[src/rtl/nes_timing_gen_if.sv]
// nes_timing_gen_if: control and status bundle of the NES master-clock
// timing generator.
//   master modport (console / debug side): drives region_pal, soft_reset,
//     halt, step; receives the enables, resets, phase, cycle count, state.
//   slave modport (nes_timing_gen): the reverse directions.
// MCLK and RESET_n are not part of the bundle; they stay plain ports.
interface nes_timing_gen_if #(
    parameter int CNT_W = 32
);
    logic             region_pal;
    logic             soft_reset;
    logic             halt;
    logic             step;
    logic             cpu_ce;
    logic             ppu_ce;
    logic             cpu_phi;
    logic             cpu_rst_n;
    logic             ppu_rst_n;
    logic [CNT_W-1:0] cycle_count;
    logic [1:0]       run_state;

    modport master (
        output region_pal, soft_reset, halt, step,
        input  cpu_ce, ppu_ce, cpu_phi, cpu_rst_n, ppu_rst_n, cycle_count, run_state
    );

    modport slave (
        input  region_pal, soft_reset, halt, step,
        output cpu_ce, ppu_ce, cpu_phi, cpu_rst_n, ppu_rst_n, cycle_count, run_state
    );
endinterface

[src/rtl/nes_timing_gen.sv]
// nes_timing_gen: master-clock timing and reset sequencer for the NES core.
// Everything runs on MCLK; the CPU and PPU are driven by one-MCLK-wide clock
// enables, never by divided clocks.
// Ports:
//   MCLK     master clock, rising edge
//   RESET_n  asynchronous active-low reset
//   bus      nes_timing_gen_if.slave
//            in : region_pal (1 = PAL), soft_reset, halt (level), step (rising edge)
//            out: cpu_ce, ppu_ce, cpu_phi, cpu_rst_n, ppu_rst_n,
//                 cycle_count, run_state (0 hold, 1 run, 2 halted, 3 step)
module nes_timing_gen #(
    parameter int NTSC_CPU_DIV = 12,
    parameter int NTSC_PPU_DIV = 4,
    parameter int PAL_CPU_DIV  = 16,
    parameter int PAL_PPU_DIV  = 5,
    parameter int RST_HOLD_CYC = 8,
    parameter int CNT_W        = 32,
    parameter int DIV_W        = 5
) (
    input logic             MCLK,
    input logic             RESET_n,
    nes_timing_gen_if.slave bus
);
    localparam logic [1:0] ST_RST_HOLD = 2'd0;
    localparam logic [1:0] ST_RUN      = 2'd1;
    localparam logic [1:0] ST_HALTED   = 2'd2;
    localparam logic [1:0] ST_STEP     = 2'd3;

    // Holds wrap indices up to RST_HOLD_CYC + 1.
    localparam int HOLD_W = $clog2(RST_HOLD_CYC + 2);

    logic              region_q;
    logic [DIV_W-1:0]  cpu_cnt;
    logic [DIV_W-1:0]  ppu_cnt;
    logic [DIV_W-1:0]  cpu_cnt_nxt;
    logic [DIV_W-1:0]  ppu_cnt_nxt;
    logic [DIV_W-1:0]  cpu_last;
    logic [DIV_W-1:0]  ppu_last;
    logic [DIV_W-1:0]  cpu_half;
    logic              cpu_wrap;
    logic              ppu_wrap;
    logic              gate_open;
    logic              step_q;
    logic              step_rise;
    logic              step_pend;
    logic [1:0]        state;
    logic [HOLD_W-1:0] hold_cnt;
    logic              cpu_ce_q;
    logic              ppu_ce_q;
    logic              cpu_phi_q;
    logic              cpu_rst_q;
    logic              ppu_rst_q;
    logic [CNT_W-1:0]  cycle_cnt;

    // NOTE: every signal written here gets a default first, so no path can
    // leave it unassigned and infer a latch.
    always_comb begin
        cpu_last    = region_q ? DIV_W'(PAL_CPU_DIV - 1) : DIV_W'(NTSC_CPU_DIV - 1);
        ppu_last    = region_q ? DIV_W'(PAL_PPU_DIV - 1) : DIV_W'(NTSC_PPU_DIV - 1);
        cpu_half    = region_q ? DIV_W'(PAL_CPU_DIV / 2) : DIV_W'(NTSC_CPU_DIV / 2);
        cpu_wrap    = (cpu_cnt == cpu_last);
        ppu_wrap    = (ppu_cnt == ppu_last);
        cpu_cnt_nxt = cpu_wrap ? '0 : cpu_cnt + DIV_W'(1);
        ppu_cnt_nxt = ppu_wrap ? '0 : ppu_cnt + DIV_W'(1);
        // Gating looks at the state before the edge, so the pulse of the
        // wrap that enters HALTED still goes out, and the one that leaves it
        // does not.
        gate_open   = (state != ST_HALTED);
        step_rise   = bus.step & ~step_q;
    end

    // Dividers, enables, phase and region latch. These never see soft_reset:
    // a soft reset must not shift the CPU/PPU phase.
    // NOTE: sequential state uses non-blocking assignments only, so every
    // register samples the pre-edge values regardless of statement order.
    always_ff @(posedge MCLK or negedge RESET_n) begin
        if (!RESET_n) begin
            cpu_cnt   <= '0;
            ppu_cnt   <= '0;
            region_q  <= 1'b0;
            cpu_ce_q  <= 1'b0;
            ppu_ce_q  <= 1'b0;
            cpu_phi_q <= 1'b0;
            step_q    <= 1'b0;
        end else begin
            cpu_cnt   <= cpu_cnt_nxt;
            ppu_cnt   <= ppu_cnt_nxt;
            // Only a common wrap may switch divisors: both counters restart
            // at 0 together, so no runt pulse and no phase slip.
            if (cpu_wrap && ppu_wrap) begin
                region_q <= bus.region_pal;
            end
            cpu_ce_q  <= cpu_wrap && gate_open;
            ppu_ce_q  <= ppu_wrap && gate_open;
            // Registered from the next count so cpu_phi lines up with cpu_cnt.
            cpu_phi_q <= (cpu_cnt_nxt >= cpu_half);
            step_q    <= bus.step;
        end
    end

    // Run-state machine, reset sequencing and cycle counter.
    always_ff @(posedge MCLK or negedge RESET_n) begin
        if (!RESET_n) begin
            state     <= ST_RST_HOLD;
            hold_cnt  <= '0;
            step_pend <= 1'b0;
            cpu_rst_q <= 1'b0;
            ppu_rst_q <= 1'b0;
            cycle_cnt <= '0;
        end else if (bus.soft_reset) begin
            state     <= ST_RST_HOLD;
            hold_cnt  <= '0;
            step_pend <= 1'b0;
            cpu_rst_q <= 1'b0;
            ppu_rst_q <= 1'b0;
            cycle_cnt <= '0;
        end else begin
            // A pulse is counted on the edge that ends it, if the CPU was out
            // of reset while it was high.
            if (cpu_ce_q && cpu_rst_q) begin
                cycle_cnt <= cycle_cnt + CNT_W'(1);
            end

            case (state)
                ST_RST_HOLD: begin
                    if (cpu_wrap) begin
                        hold_cnt <= hold_cnt + HOLD_W'(1);
                        // hold_cnt is the number of wraps already seen, so
                        // these fire on wrap RST_HOLD_CYC and RST_HOLD_CYC+1.
                        if (hold_cnt == HOLD_W'(RST_HOLD_CYC - 1)) begin
                            ppu_rst_q <= 1'b1;
                        end
                        if (hold_cnt == HOLD_W'(RST_HOLD_CYC)) begin
                            cpu_rst_q <= 1'b1;
                            state     <= bus.halt ? ST_HALTED : ST_RUN;
                        end
                    end
                end
                ST_RUN: begin
                    if (cpu_wrap && bus.halt) begin
                        state <= ST_HALTED;
                    end
                end
                ST_HALTED: begin
                    if (cpu_wrap && step_pend) begin
                        state     <= ST_STEP;
                        step_pend <= 1'b0;
                    end else if (cpu_wrap && !bus.halt) begin
                        state     <= ST_RUN;
                        step_pend <= 1'b0;
                    end else if (step_rise) begin
                        step_pend <= 1'b1;
                    end
                end
                ST_STEP: begin
                    if (cpu_wrap) begin
                        state <= bus.halt ? ST_HALTED : ST_RUN;
                    end
                end
                default: begin
                    state <= ST_RST_HOLD;
                end
            endcase
        end
    end

    assign bus.cpu_ce      = cpu_ce_q;
    assign bus.ppu_ce      = ppu_ce_q;
    assign bus.cpu_phi     = cpu_phi_q;
    assign bus.cpu_rst_n   = cpu_rst_q;
    assign bus.ppu_rst_n   = ppu_rst_q;
    assign bus.cycle_count = cycle_cnt;
    assign bus.run_state   = state;
endmodule

[src/flat_wrapper.sv]
// flat-port wrapper written by rule: the top's interface ports become plain ports
module nes_timing_gen_flat 
#(
    parameter int NTSC_CPU_DIV = 12,
    parameter int NTSC_PPU_DIV = 4,
    parameter int PAL_CPU_DIV  = 16,
    parameter int PAL_PPU_DIV  = 5,
    parameter int RST_HOLD_CYC = 8,
    parameter int CNT_W        = 32,
    parameter int DIV_W        = 5
)
  (MCLK, RESET_n, bus_region_pal, bus_soft_reset, bus_halt, bus_step, bus_cpu_ce, bus_ppu_ce, bus_cpu_phi, bus_cpu_rst_n, bus_ppu_rst_n, bus_cycle_count, bus_run_state);
  nes_timing_gen_if #(.CNT_W(CNT_W)) bus_i ();
  input logic MCLK;
  input logic RESET_n;
  input wire logic [$bits(bus_i.region_pal)-1:0] bus_region_pal;
  input wire logic [$bits(bus_i.soft_reset)-1:0] bus_soft_reset;
  input wire logic [$bits(bus_i.halt)-1:0] bus_halt;
  input wire logic [$bits(bus_i.step)-1:0] bus_step;
  output wire logic [$bits(bus_i.cpu_ce)-1:0] bus_cpu_ce;
  output wire logic [$bits(bus_i.ppu_ce)-1:0] bus_ppu_ce;
  output wire logic [$bits(bus_i.cpu_phi)-1:0] bus_cpu_phi;
  output wire logic [$bits(bus_i.cpu_rst_n)-1:0] bus_cpu_rst_n;
  output wire logic [$bits(bus_i.ppu_rst_n)-1:0] bus_ppu_rst_n;
  output wire logic [$bits(bus_i.cycle_count)-1:0] bus_cycle_count;
  output wire logic [$bits(bus_i.run_state)-1:0] bus_run_state;
  assign bus_i.region_pal = bus_region_pal;
  assign bus_i.soft_reset = bus_soft_reset;
  assign bus_i.halt = bus_halt;
  assign bus_i.step = bus_step;
  assign bus_cpu_ce = bus_i.cpu_ce;
  assign bus_ppu_ce = bus_i.ppu_ce;
  assign bus_cpu_phi = bus_i.cpu_phi;
  assign bus_cpu_rst_n = bus_i.cpu_rst_n;
  assign bus_ppu_rst_n = bus_i.ppu_rst_n;
  assign bus_cycle_count = bus_i.cycle_count;
  assign bus_run_state = bus_i.run_state;
  nes_timing_gen #(.NTSC_CPU_DIV(NTSC_CPU_DIV), .NTSC_PPU_DIV(NTSC_PPU_DIV), .PAL_CPU_DIV(PAL_CPU_DIV), .PAL_PPU_DIV(PAL_PPU_DIV), .RST_HOLD_CYC(RST_HOLD_CYC), .CNT_W(CNT_W), .DIV_W(DIV_W)) u_core (.MCLK(MCLK), .RESET_n(RESET_n), .bus(bus_i));
endmodule
[config.mk]
export PLATFORM = sky130hd
export DESIGN_NAME = nes_timing_gen_flat
export DESIGN_NICKNAME = d
export VERILOG_FILES = /design/src/rtl/nes_timing_gen_if.sv /design/src/rtl/nes_timing_gen.sv /design/src/flat_wrapper.sv
export SDC_FILE = /design/constraint.sdc
export NUM_CORES = 1
export LEC_CHECK = 0
export CAP_MARGIN = 20
export CORE_ASPECT_RATIO = 1.4
export CORE_MARGIN = 2
export CORE_UTILIZATION = 58
export CTS_CLUSTER_SIZE = 25
export DETAILED_ROUTE_END_ITERATION = 16
export PLACE_DENSITY_LB_ADDON = 0.2
export SKIP_CTS_REPAIR_TIMING = 1
export SYNTH_ARGS = -nofsm -noshare
export SYNTH_HDL_FRONTEND = slang
export SYNTH_SLANG_ARGS = --single-unit
[constraint.sdc]
create_clock -name MCLK -period 4.6 [get_ports MCLK]
set_clock_uncertainty 0.15 [all_clocks]
set_input_delay 0.92 -clock MCLK [delete_from_list [all_inputs] [get_ports MCLK]]
set_output_delay 0.92 -clock MCLK [all_outputs]
set_load 0.01 [all_outputs]
### Yosys cells after proc, flatten, opt, wreduce, memory -nomap -nowiden

Cells that the tools add are included.

* word-level logic and storage cells: 86
* output and inout port bits: 39
* bits in registers: 56

* reduce and logical (&&, ||, !) cells: 21
* bitwise logic cells: 2
* equal/unequal tests: 13
* add/subtract/negate cells: 4
* magnitude comparators: 1
* mux-type cells: 32

Operator list (count)
* 32-bit 2-to-1 mux: 2
* 32-bit by 1-bit adder with 32-bit output, second input constant: 1
* 2-bit 2-to-1 mux: 8
* 4-bit 2-to-1 mux: 4
* 1-bit 2-to-1 mux: 13
* 3-bit by 2-bit != test with 1-bit output, second input constant: 4
* 2-bit nonzero test: 6
* 5-bit by 1-bit adder with 5-bit output, second input constant: 2
* 5-bit == test: 2
* 5-bit 2-to-1 mux: 2
* 2-bit case mux with 4 select lines: 1
* 1-bit logical AND: 7
* 3-bit 2-to-1 mux: 2
* 3-bit AND reduction: 2
* 5-bit greater-or-equal comparator: 1
* 5-bit AND reduction: 1
* 4-bit by 1-bit adder with 4-bit output, second input constant: 1
* 2-bit == test, second input constant: 2
* 4-bit by 3-bit == test with 1-bit output, second input constant: 1
* 4-bit == test, second input constant: 1
* 4-bit by 2-bit != test with 1-bit output, second input constant: 1
* 2-bit AND reduction: 2
* 4-bit nonzero test: 1
* 2-bit by 1-bit == test with 1-bit output, second input constant: 1
* 5 further kinds: 5

### Logic depth before layout (Yosys ltp)

Gate-level depths: netlist (run 1).

* depth in word-level cells: 7
* depth in mapped cells: 8

### Least setup slack after synthesis (run 1)

No wires, ideal clock.

* path kind: input port to flip-flop
* start: input port bus_halt
* end: register u_core.state[0], in the netlist u_core.bus.run_state[0]
* path slack: 2.591 ns
* buffers on the path: 0
* cell stages on the path: 4
* library setup time: 0.125 ns
* data required time: 4.325 ns
* arrival time: 1.735 ns
* cells stage by stage: inv_1 o31ai_1 o2111a_1 mux2_2

* longest elaborated chain between the ends: 5
* elaborated cells between the ends (all ways): 12

Ends and longest elaborated chain
* from (decl): line flat_wrapper.sv:18 `input wire logic [$bits(bus_i.halt)-1:0] bus_halt;`
* 2-bit 2-to-1 mux: line nes_timing_gen.sv:135, nes_timing_gen.sv:157
* 2-bit 2-to-1 mux: line nes_timing_gen.sv:133 `if (hold_cnt == HOLD_W'(RST_HOLD_CYC)) begin`
* 2-bit 2-to-1 mux: line nes_timing_gen.sv:126 `if (cpu_wrap) begin`
* 2-bit case mux with 4 select lines: line nes_timing_gen.sv:124 `case (state)`
* 2-bit 2-to-1 mux: line nes_timing_gen.sv:110 `end else if (bus.soft_reset) begin`
* to (signal assigned): line nes_timing_gen.sv:135 `state <= bus.halt ? ST_HALTED : ST_RUN;`
* to (signal assigned): line nes_timing_gen.sv:157 `state <= bus.halt ? ST_HALTED : ST_RUN;`
* to (decl): line nes_timing_gen.sv:46 `logic [1:0] state;`

Several ways; a longest one is shown, not always the timed one. The select of a mux whose other input is x is not followed.
A chain may end at the register's enable or synchronous reset.

### Worst setup path in the final report (run 1)

* start: register u_core.cycle_cnt[4], in the netlist u_core.bus.cycle_count[4]
* end: output port bus_cycle_count[4]

RTL lines
* from (decl): line nes_timing_gen.sv:53 `logic [CNT_W-1:0] cycle_cnt;`
* from (signal assigned): line nes_timing_gen.sv:121 `cycle_cnt <= cycle_cnt + CNT_W'(1);`
* to (decl): line flat_wrapper.sv:25 `output wire logic [$bits(bus_i.cycle_count)-1:0] bus_cycle_count;`

No word-level cell between the ends.

==> results.txt, run 1 <==
----------------------------------------------------
[Global route]
  Maximum number of pins on one net before global-route repair ... 57
  GRT Residual Overflow ... 0
  Total routing usage reported by global routing ... 23.0%
  Number of antenna violations at the first check in global routing ... 0
  First-pass GRT wire length ... 10.3 mm
  Vias in the first global route ... 2336

[Floorplanning]
  Die footprint ... 0.00574 sq mm
  Placement Rows ... 30
  Width of the die ... 64.6 um
  Std-Cell Core Area ... 0.00492 sq mm
  # IOs ... 45
  Initial standard-cell utilization of the core ... 60.7%
  Height of the chip ... 88.9 um

[Worst setup path]
  Crit path DAT ... 1350 ps
  Critical path class ... register to output pin
  Master of the slowest instance on the critical path ... clkdlybuf4s50_1
  Critical Path Sink Type ... output pin
  Worst flop-to-flop path endpoint ... u_core.bus.cycle_count[31]$_DFFE_PN0P_
  Required time of the critical path ... 3530 ps
  Reg-to-Reg Start ... u_core.bus.cycle_count[4]$_DFFE_PN0P_
  Maximum single-stage delay on the critical path ... 580 ps
  Kind of launch point of the worst setup path ... register
  Series of cell instances along the critical path ... clkdlybuf4s50_1
  Number of buffers and inverters on the critical path ... 1
  Largest fanout of any net on the critical path ... 6
  Count of cells along the worst register-to-register path ... 4
  Worst R2R Setup Slack ... 2300 ps
  Cell family with most CP delay ... buffers and inverters
  Launch point of the worst path ... u_core.bus.cycle_count[4]$_DFFE_PN0P_

[Timing]
  Setup repair after global routing missed its margin ... no
  Min cycle time layout ... 2420 ps
  Slew at the pin with the worst max-slew slack ... 706 ps
  Maximum achievable frequency ... 0.414 GHz
  Final-layout worst hold slack ... 358 ps
  Ratio of final minimum period to clock period ... 52.6%
  Worst slew margin relative to its limit ... 52.9%
  Final setup violating endpoints ... 0
  Setup TNS after final layout ... 0 ps
  Final hold violation count ... 0
  Total count of max-transition violations in the final report ... 0

[Yosys]
  Cell Area, Synth ... 0.00298 sq mm
  Net count after synthesis ... 322
  Share of synthesized registers carrying an async set or reset ... 100%
  Average size of a mapped cell ... 9.82 sq um
  Syn Inst Count ... 304
  #FFs+latches synth ... 56
  Top_reg_cell synth ... dfrtp_1
  Post-synthesis cell type count ... 44
  Sequential cell area fraction in the yosys report ... 47.0%
  Number of synthesized flops with an enable pin ... 0
  Synth Warn # ... 0

[Placed design]
  Post-DP HPWL ... 4.42 mm
  Count of buffers inserted at the top-level ports ... 44
  Final weighted congestion in routability-driven placement ... 0.836

[Detailed routing]
  Uppermost layer routed ... met4
  DRT Wirelength ... 6.16 mm
  DRC violation total after the first TritonRoute iteration ... 127
  DR vias ... 2402
  Average wire per standard cell ... 15.1 um
  Remaining routing DRC violations ... 0
  Wire length on met1 ... 2.55 mm
  DRT antenna net count ... 0
  Pre-antenna DRT Iters ... 4
  Vias per inst ... 5.89
  Routed wl met3 ... 208 um
  Wire length on met2 ... 3.34 mm

[Hold path]
  Worst hold path cell count ... 1
  Hold Crit Start ... u_core.ppu_cnt[4]$_DFF_PN0_
  Min-Delay Path Class ... register to register
  Hold path endpoint ... u_core.ppu_cnt[4]$_DFF_PN0_

[Layout]
  Footprint of the flip-flops and latches ... 0.00140 sq mm
  Number of nets in the final layout ... 361
  Area grow syn2layout ... 20.0%
  Area used by multi-input combinational logic ... 0.00146 sq mm
  Inserted Diodes ... 0
  Layout cells sized above 1 ... 7.27%
  End-of-flow core utilization ... 72.8%
  Fillcell total ... 371

[Clock tree]
  Number of clock sinks ... 56
  TritonCTS clock tree ... built
  Cell chosen for the clock root ... clkbuf_8
  Clock-pin slew of the registers on the worst-case setup and hold paths ... 100 ps
  Buffers from clock root to sink, at most ... 2
  Level count of the clock H-tree ... 2
  Clock latency reported for the late side of the worst-skew pair ... 300 ps
  Clock buffer count from CTS ... 5

[Pwr]
  Part of the total power dissipated in sequential elements ... 50.6%
  Internal Power ... 0.000850 W
  Clock power frac ... 29.3%
  Switch share ... 28.8%
  Combinational Power Share ... 20.1%
  Power density cells ... 333 mW/mm^2
  Leakage power figure ... 1.51 nW
  Worst IR Drop VDD ... 283 uV
  P_sw ... 0.000344 W

[Run status]
  Status ... finished, final reports clean

[Job]
  Number of maximum-capacitance constraint violations ... 0

----------------------------------------------------
metal layers:
layer,track usage (%),vias up
li1,-,1170
met1,26.8,1172
met2,42.1,54
met3,4.96,6
met4,7.35,0
met5,0,-
Yosys cell counts, types with 2 or more instances:
master / number / area (sq um)
dfrtp_1: 56 / 1400
nor2_1: 35 / 131
nand3_1: 20 / 100
a21oi_1: 17 / 85.1
inv_1: 15 / 56.3
nand2_1: 13 / 48.8
xor2_1: 13 / 114
ha_1: 12 / 150
clkbuf_1: 11 / 41.3
nand4_1: 11 / 68.8
mux2_2: 10 / 113
nor2b_1: 9 / 56.3
o31ai_1: 9 / 67.6
or4_1: 8 / 60.1
o21ai_0: 7 / 35.0
xnor2_1: 7 / 61.3
and3_1: 5 / 31.3
and4_1: 5 / 43.8
or3_1: 5 / 31.3
nor3_1: 4 / 20.0
nor4_1: 4 / 25.0
and2_1: 3 / 18.8
a211oi_1: 2 / 15.0
a31oi_1: 2 / 12.5
a41oi_1: 2 / 17.5
per-stage QoR:
step                      cells  setup WS [ps]  instance area (sq um)  power [W]
after floorplan             304           2590                   2980   0.000773
after global placement      400           1930                   3450   0.000841
after detailed placement    400           1910                   3450   0.000854
after CTS                   408           2170                   3580    0.00120
after global routing        408           2100                   3580    0.00126
final                       408           2180                   3580    0.00119
power groups by stage:
stage	Clock (W)	Combinational (W)	Sequential (W)
floorplan	0	0.000177	0.000596
global placement	0	0.000234	0.000608
detailed placement	0	0.000243	0.000612
CTS	0.000355	0.000242	0.000603
global route	0.000379	0.000271	0.000611
finish	0.000350	0.000240	0.000604
cell type report:
class,instances,area share [%]
Clock buffer,7,2.69
Clock inverter,1,0.839
Inverter,15,1.57
Multi-Input combinational cell,218,40.7
Sequential cell,56,39.1
Tap cell,64,2.24
Timing Repair Buffer,47,12.8
worst max path at each step:
stage,endpoint,slack (ps),cells past startpoint
final,bus_cycle_count[4],2180,1
after global routing,bus_cpu_rst_n,2100,1
after CTS,bus_cycle_count[23],2170,1
after detailed placement,u_core.bus.cycle_count[26]$_DFFE_PN0P_,1910,4
after global placement,u_core.bus.cycle_count[26]$_DFFE_PN0P_,1930,4
after floorplan,u_core.bus.run_state[0]$_DFFE_PN0P_,2590,4
cells in the final DEF (no fill, tap or decap), drive strengths merged, types with 8 or more instances in the layout:
master	Yosys	routed
nand4	12	12
ha	12	12
a21oi	17	17
nor2	35	35
xor2	13	13
clkdlybuf4s50	0	43
nor2b	9	9
or4	8	8
nand2	13	13
o31ai	9	9
inv	15	15
nand3	20	20
dfrtp	56	56
mux2	10	10
sequential cells by signal (all words and copies together) (netlist names):
signal,cells
u_core.bus.cpu_ce,1
u_core.region_q,1
u_core.hold_cnt,4
u_core.bus.cycle_count,32
u_core.ppu_cnt,5
u_core.bus.cpu_phi,1
u_core.bus.cpu_rst_n,1
u_core.bus.ppu_ce,1
u_core.step_q,1
u_core.bus.run_state,2
u_core.step_pend,1
u_core.bus.ppu_rst_n,1
u_core.cpu_cnt,5
cells by family after synthesis:
family / share of synthesized area [%]
XOR/XNOR: 5.87
multiplexers: 4.11
AO/OA/AOI/OAI: 10.3
AND/OR/NAND/NOR: 23.5
flip-flops: 47.0
adder cells (fa/ha/maj): 5.03
buffers and inverters: 4.19
Power figures use the tool's default switching activity.
==> run 2, diff against run 1 <==
--- a/config.mk
+++ b/config.mk
@@ -8,7 +8,7 @@
 export CAP_MARGIN = 20
 export CORE_ASPECT_RATIO = 1.4
 export CORE_MARGIN = 2
-export CORE_UTILIZATION = 58
+export CORE_UTILIZATION = 49
 export CTS_CLUSTER_SIZE = 25
 export DETAILED_ROUTE_END_ITERATION = 16
 export PLACE_DENSITY_LB_ADDON = 0.2
==> constraint.sdc (replaced) <==
create_clock -name MCLK -period 2 [get_ports MCLK]
set_clock_uncertainty 0.15 [all_clocks]
set_input_delay 0.4 -clock MCLK [delete_from_list [all_inputs] [get_ports MCLK]]
set_output_delay 0.4 -clock MCLK [all_outputs]
set_load 0.01 [all_outputs]
==> run 2 against run 1 <==
  * Largest cell class unchanged
  * Non-clock buffer count up 28
  * Critical path depth is 5 higher
  * Register-to-register slack got worse by 2300 ps
  * Worst hold slack worse by 9.8 ps
  * Critical endpoint is now u_core.bus.run_state[0]$_DFFE_PN0P_
==> results.txt, run 2 (synthesized netlist as in run 1, its figures left out) <==
----------------------------------------------------
[Timing]
  Worst slew margin relative to its limit ... 71.8% (was 52.9%)
  Worst Slack Setup Final ... 24.2 ps (was 2180 ps)
  Final-layout worst hold slack ... 348 ps (was 358 ps)
  Final setup violating endpoints ... 0 (unchanged)
  Final hold violation count ... 0 (unchanged)
  Ratio of final minimum period to clock period ... 98.8%
  Slew at the pin with the worst max-slew slack ... 420 ps (was 706 ps)
  Min cycle time layout ... 1980 ps
  Total count of max-transition violations in the final report ... 0 (unchanged)
  Maximum achievable frequency ... 0.506 GHz

[Clock tree]
  Level count of the clock H-tree ... 2 (unchanged)
  Clock buffer count from CTS ... 5 (unchanged)
  Buffers from clock root to sink, at most ... 2 (unchanged)
  Number of clock sinks ... 56 (unchanged)
  TritonCTS clock tree ... built (unchanged)
  Clock latency reported for the late side of the worst-skew pair ... 310 ps (was 300 ps)
  Cell chosen for the clock root ... clkbuf_8 (unchanged)
  Clock-pin slew of the registers on the worst-case setup and hold paths ... 100 ps (about the same)

[Worst setup path]
  Critical Path Sink Type ... register (was output pin)
  Kind of launch point of the worst setup path ... register (unchanged)
  Largest fanout of any net on the critical path ... 3 (was 6)
  Critical path class ... register to register (was register to output pin)
  Crit path DAT ... 2030 ps (was 1350 ps)
  Worst R2R Setup Slack ... 20 ps (was 2300 ps)
  Required time of the critical path ... 2050 ps (was 3530 ps)

[Floorplanning]
  Die footprint ... 0.00674 sq mm (was 0.00574 sq mm)
  Placement Rows ... 33 (was 30)
  # IOs ... 45 (unchanged)
  Width of the die ... 70.0 um (was 64.6 um)
  Height of the chip ... 96.3 um (was 88.9 um)
  Std-Cell Core Area ... 0.00586 sq mm (was 0.00492 sq mm)
  Initial standard-cell utilization of the core ... 50.9% (was 60.7%)

[Global route]
  Maximum number of pins on one net before global-route repair ... 57 (unchanged)
  Number of antenna violations at the first check in global routing ... 0 (unchanged)
  Met3 track demand over resource in global routing ... 3.35% (was 4.96%)
  First-pass GRT wire length ... 10.8 mm (was 10.3 mm)
  Met2 usage in global routing ... 40.7% (was 42.1%)
  Top Usage Layer GRT ... met2 (unchanged)
  Total routing usage reported by global routing ... 20.1% (was 23.0%)
  Vias in the first global route ... 2501 (was 2336)
  Met1 GRT Util ... 20.8% (was 26.8%)
  GRT Residual Overflow ... 0 (unchanged)

[Detailed routing]
  DR vias ... 2501 (was 2402)
  Vias per inst ... 5.66 (was 5.89)
  Average wire per standard cell ... 15.0 um (was 15.1 um)
  DRT antenna net count ... 0 (unchanged)
  DRC violation total after the first TritonRoute iteration ... 132 (was 127)
  Pre-antenna DRT Iters ... 4 (unchanged)
  Remaining routing DRC violations ... 0 (unchanged)
  DRT Wirelength ... 6.61 mm (was 6.16 mm)

[Run status]
  Status ... finished, final reports clean (unchanged)

[Layout]
  Area grow syn2layout ... 29.2% (was 20.0%)
  Final cell count without fillers ... 442 (was 408)
  Inserted Diodes ... 0 (unchanged)
  Number of nets in the final layout ... 389 (was 361)
  End-of-flow core utilization ... 65.7% (was 72.8%)
  Leading cell types in the layout, fill and taps excluded ... dfrtp_1, clkdlybuf4s50_1, nor2_1 (unchanged)
  Most common library cell in the layout ignoring fill and taps ... dfrtp_1 (unchanged)
  Layout cells sized above 1 ... 16.7% (was 7.27%)
  Fillcell total ... 506 (was 371)
  Flip-flop count of the largest register, all copies and words added ... 32 (unchanged)

[Pwr]
  Combinational Power Share ... 25.7% (was 20.1%)
  Worst IR Drop VDD ... 615 uV (was 283 uV)
  P_sw ... 0.000842 W (was 0.000344 W)
  Clock power frac ... 23.7% (was 29.3%)
  Total power after layout ... 0.00272 W (was 0.00119 W)
  Power density cells ... 706 mW/mm^2 (was 333 mW/mm^2)
  Switch share ... 30.9% (was 28.8%)
  Part of the total power dissipated in sequential elements ... 50.7% (was 50.6%)
  Internal Power ... 0.00188 W (was 0.000850 W)
  Leakage power figure ... 1.66 nW (was 1.51 nW)

[Placed design]
  Final weighted congestion in routability-driven placement ... 0.830 (was 0.836)
  Post-DP HPWL ... 4.68 mm (was 4.42 mm)
  Placed cell count ... 433 (was 400)
  Count of buffers inserted at the top-level ports ... 44 (unchanged)
  Worst Setup Slack post-DPL ... -71.9 ps (was 1910 ps)

[Hold path]
  Min-Delay Path Class ... register to register (unchanged)

[Job]
  Number of maximum-capacitance constraint violations ... 0 (unchanged)

----------------------------------------------------
-- run 2: metal layers --
metal / part of all wire, % / vias up
met2: 56 / 42
met4: 1.6 / 0
met5: 0 / -
met1: 40 / 1236
li1: - / 1212
met3: 2.7 / 11
-- run 2: power groups by stage --
stage / Clock, W / Combinational (W) / Sequential (W)
floorplan: 0 / 0.000406 / 0.00137
global placement: 0 / 0.000647 / 0.00139
detailed placement: 0 / 0.000657 / 0.00140
CTS: 0.000656 / 0.000663 / 0.00137
global route: 0.000699 / 0.000774 / 0.00140
finish: 0.000644 / 0.000698 / 0.00138
-- run 2: critical path, cell delays in order (launching register included) --
cell and delay, ps:
dfrtp_1 390, ha_2 210, nand3b_1 160, buf_4 190, o31ai_2 200, o2111a_1 250
mux2_2 330
-- run 2: final cells by class --
type                       count  area, sq um  area share [%]
clock inverter                 2         10.0           0.260
sequential                    56         1400            36.4
clock buffer                   6         82.6            2.14
timing repair buffer          75          708            18.4
tap                           70         87.6            2.27
inverter                      15         56.3            1.46
multi-input combinational    218         1510            39.1
-- run 2: final timing paths --
kind                                              from                                     end  cells after the start
min reg2reg                u_core.ppu_cnt[4]$_DFF_PN0_             u_core.ppu_cnt[4]$_DFF_PN0_                      1
min                        u_core.ppu_cnt[4]$_DFF_PN0_             u_core.ppu_cnt[4]$_DFF_PN0_                      1
min in group asynchronous                      RESET_n  u_core.bus.cycle_count[10]$_DFFE_PN0P_                      3
max reg2reg                u_core.cpu_cnt[0]$_DFF_PN0_     u_core.bus.run_state[0]$_DFFE_PN0P_                      6
max                        u_core.cpu_cnt[0]$_DFF_PN0_     u_core.bus.run_state[0]$_DFFE_PN0P_                      6
max in group asynchronous                      RESET_n             u_core.cpu_cnt[4]$_DFF_PN0_                      3
-- run 2: stage by stage --
| stage | TNS (ps) | area, sq um |
|---|---|---|
| floorplan | 0 | 2980 |
| global placement | 0 | 3700 |
| detailed placement | -71.9 | 3700 |
| CTS | 0 | 3790 |
| global route | -53.8 | 3850 |
| finish | 0 | 3850 |
==> run 3, diff against run 2 <==
--- a/config.mk
+++ b/config.mk
@@ -5,6 +5,7 @@
 export SDC_FILE = /design/constraint.sdc
 export NUM_CORES = 1
 export LEC_CHECK = 0
+export ABC_AREA = 0
 export CAP_MARGIN = 20
 export CORE_ASPECT_RATIO = 1.4
 export CORE_MARGIN = 2
==> results of run 3 <==
The final DEF is identical to that of run 2; final timing and power are the same.
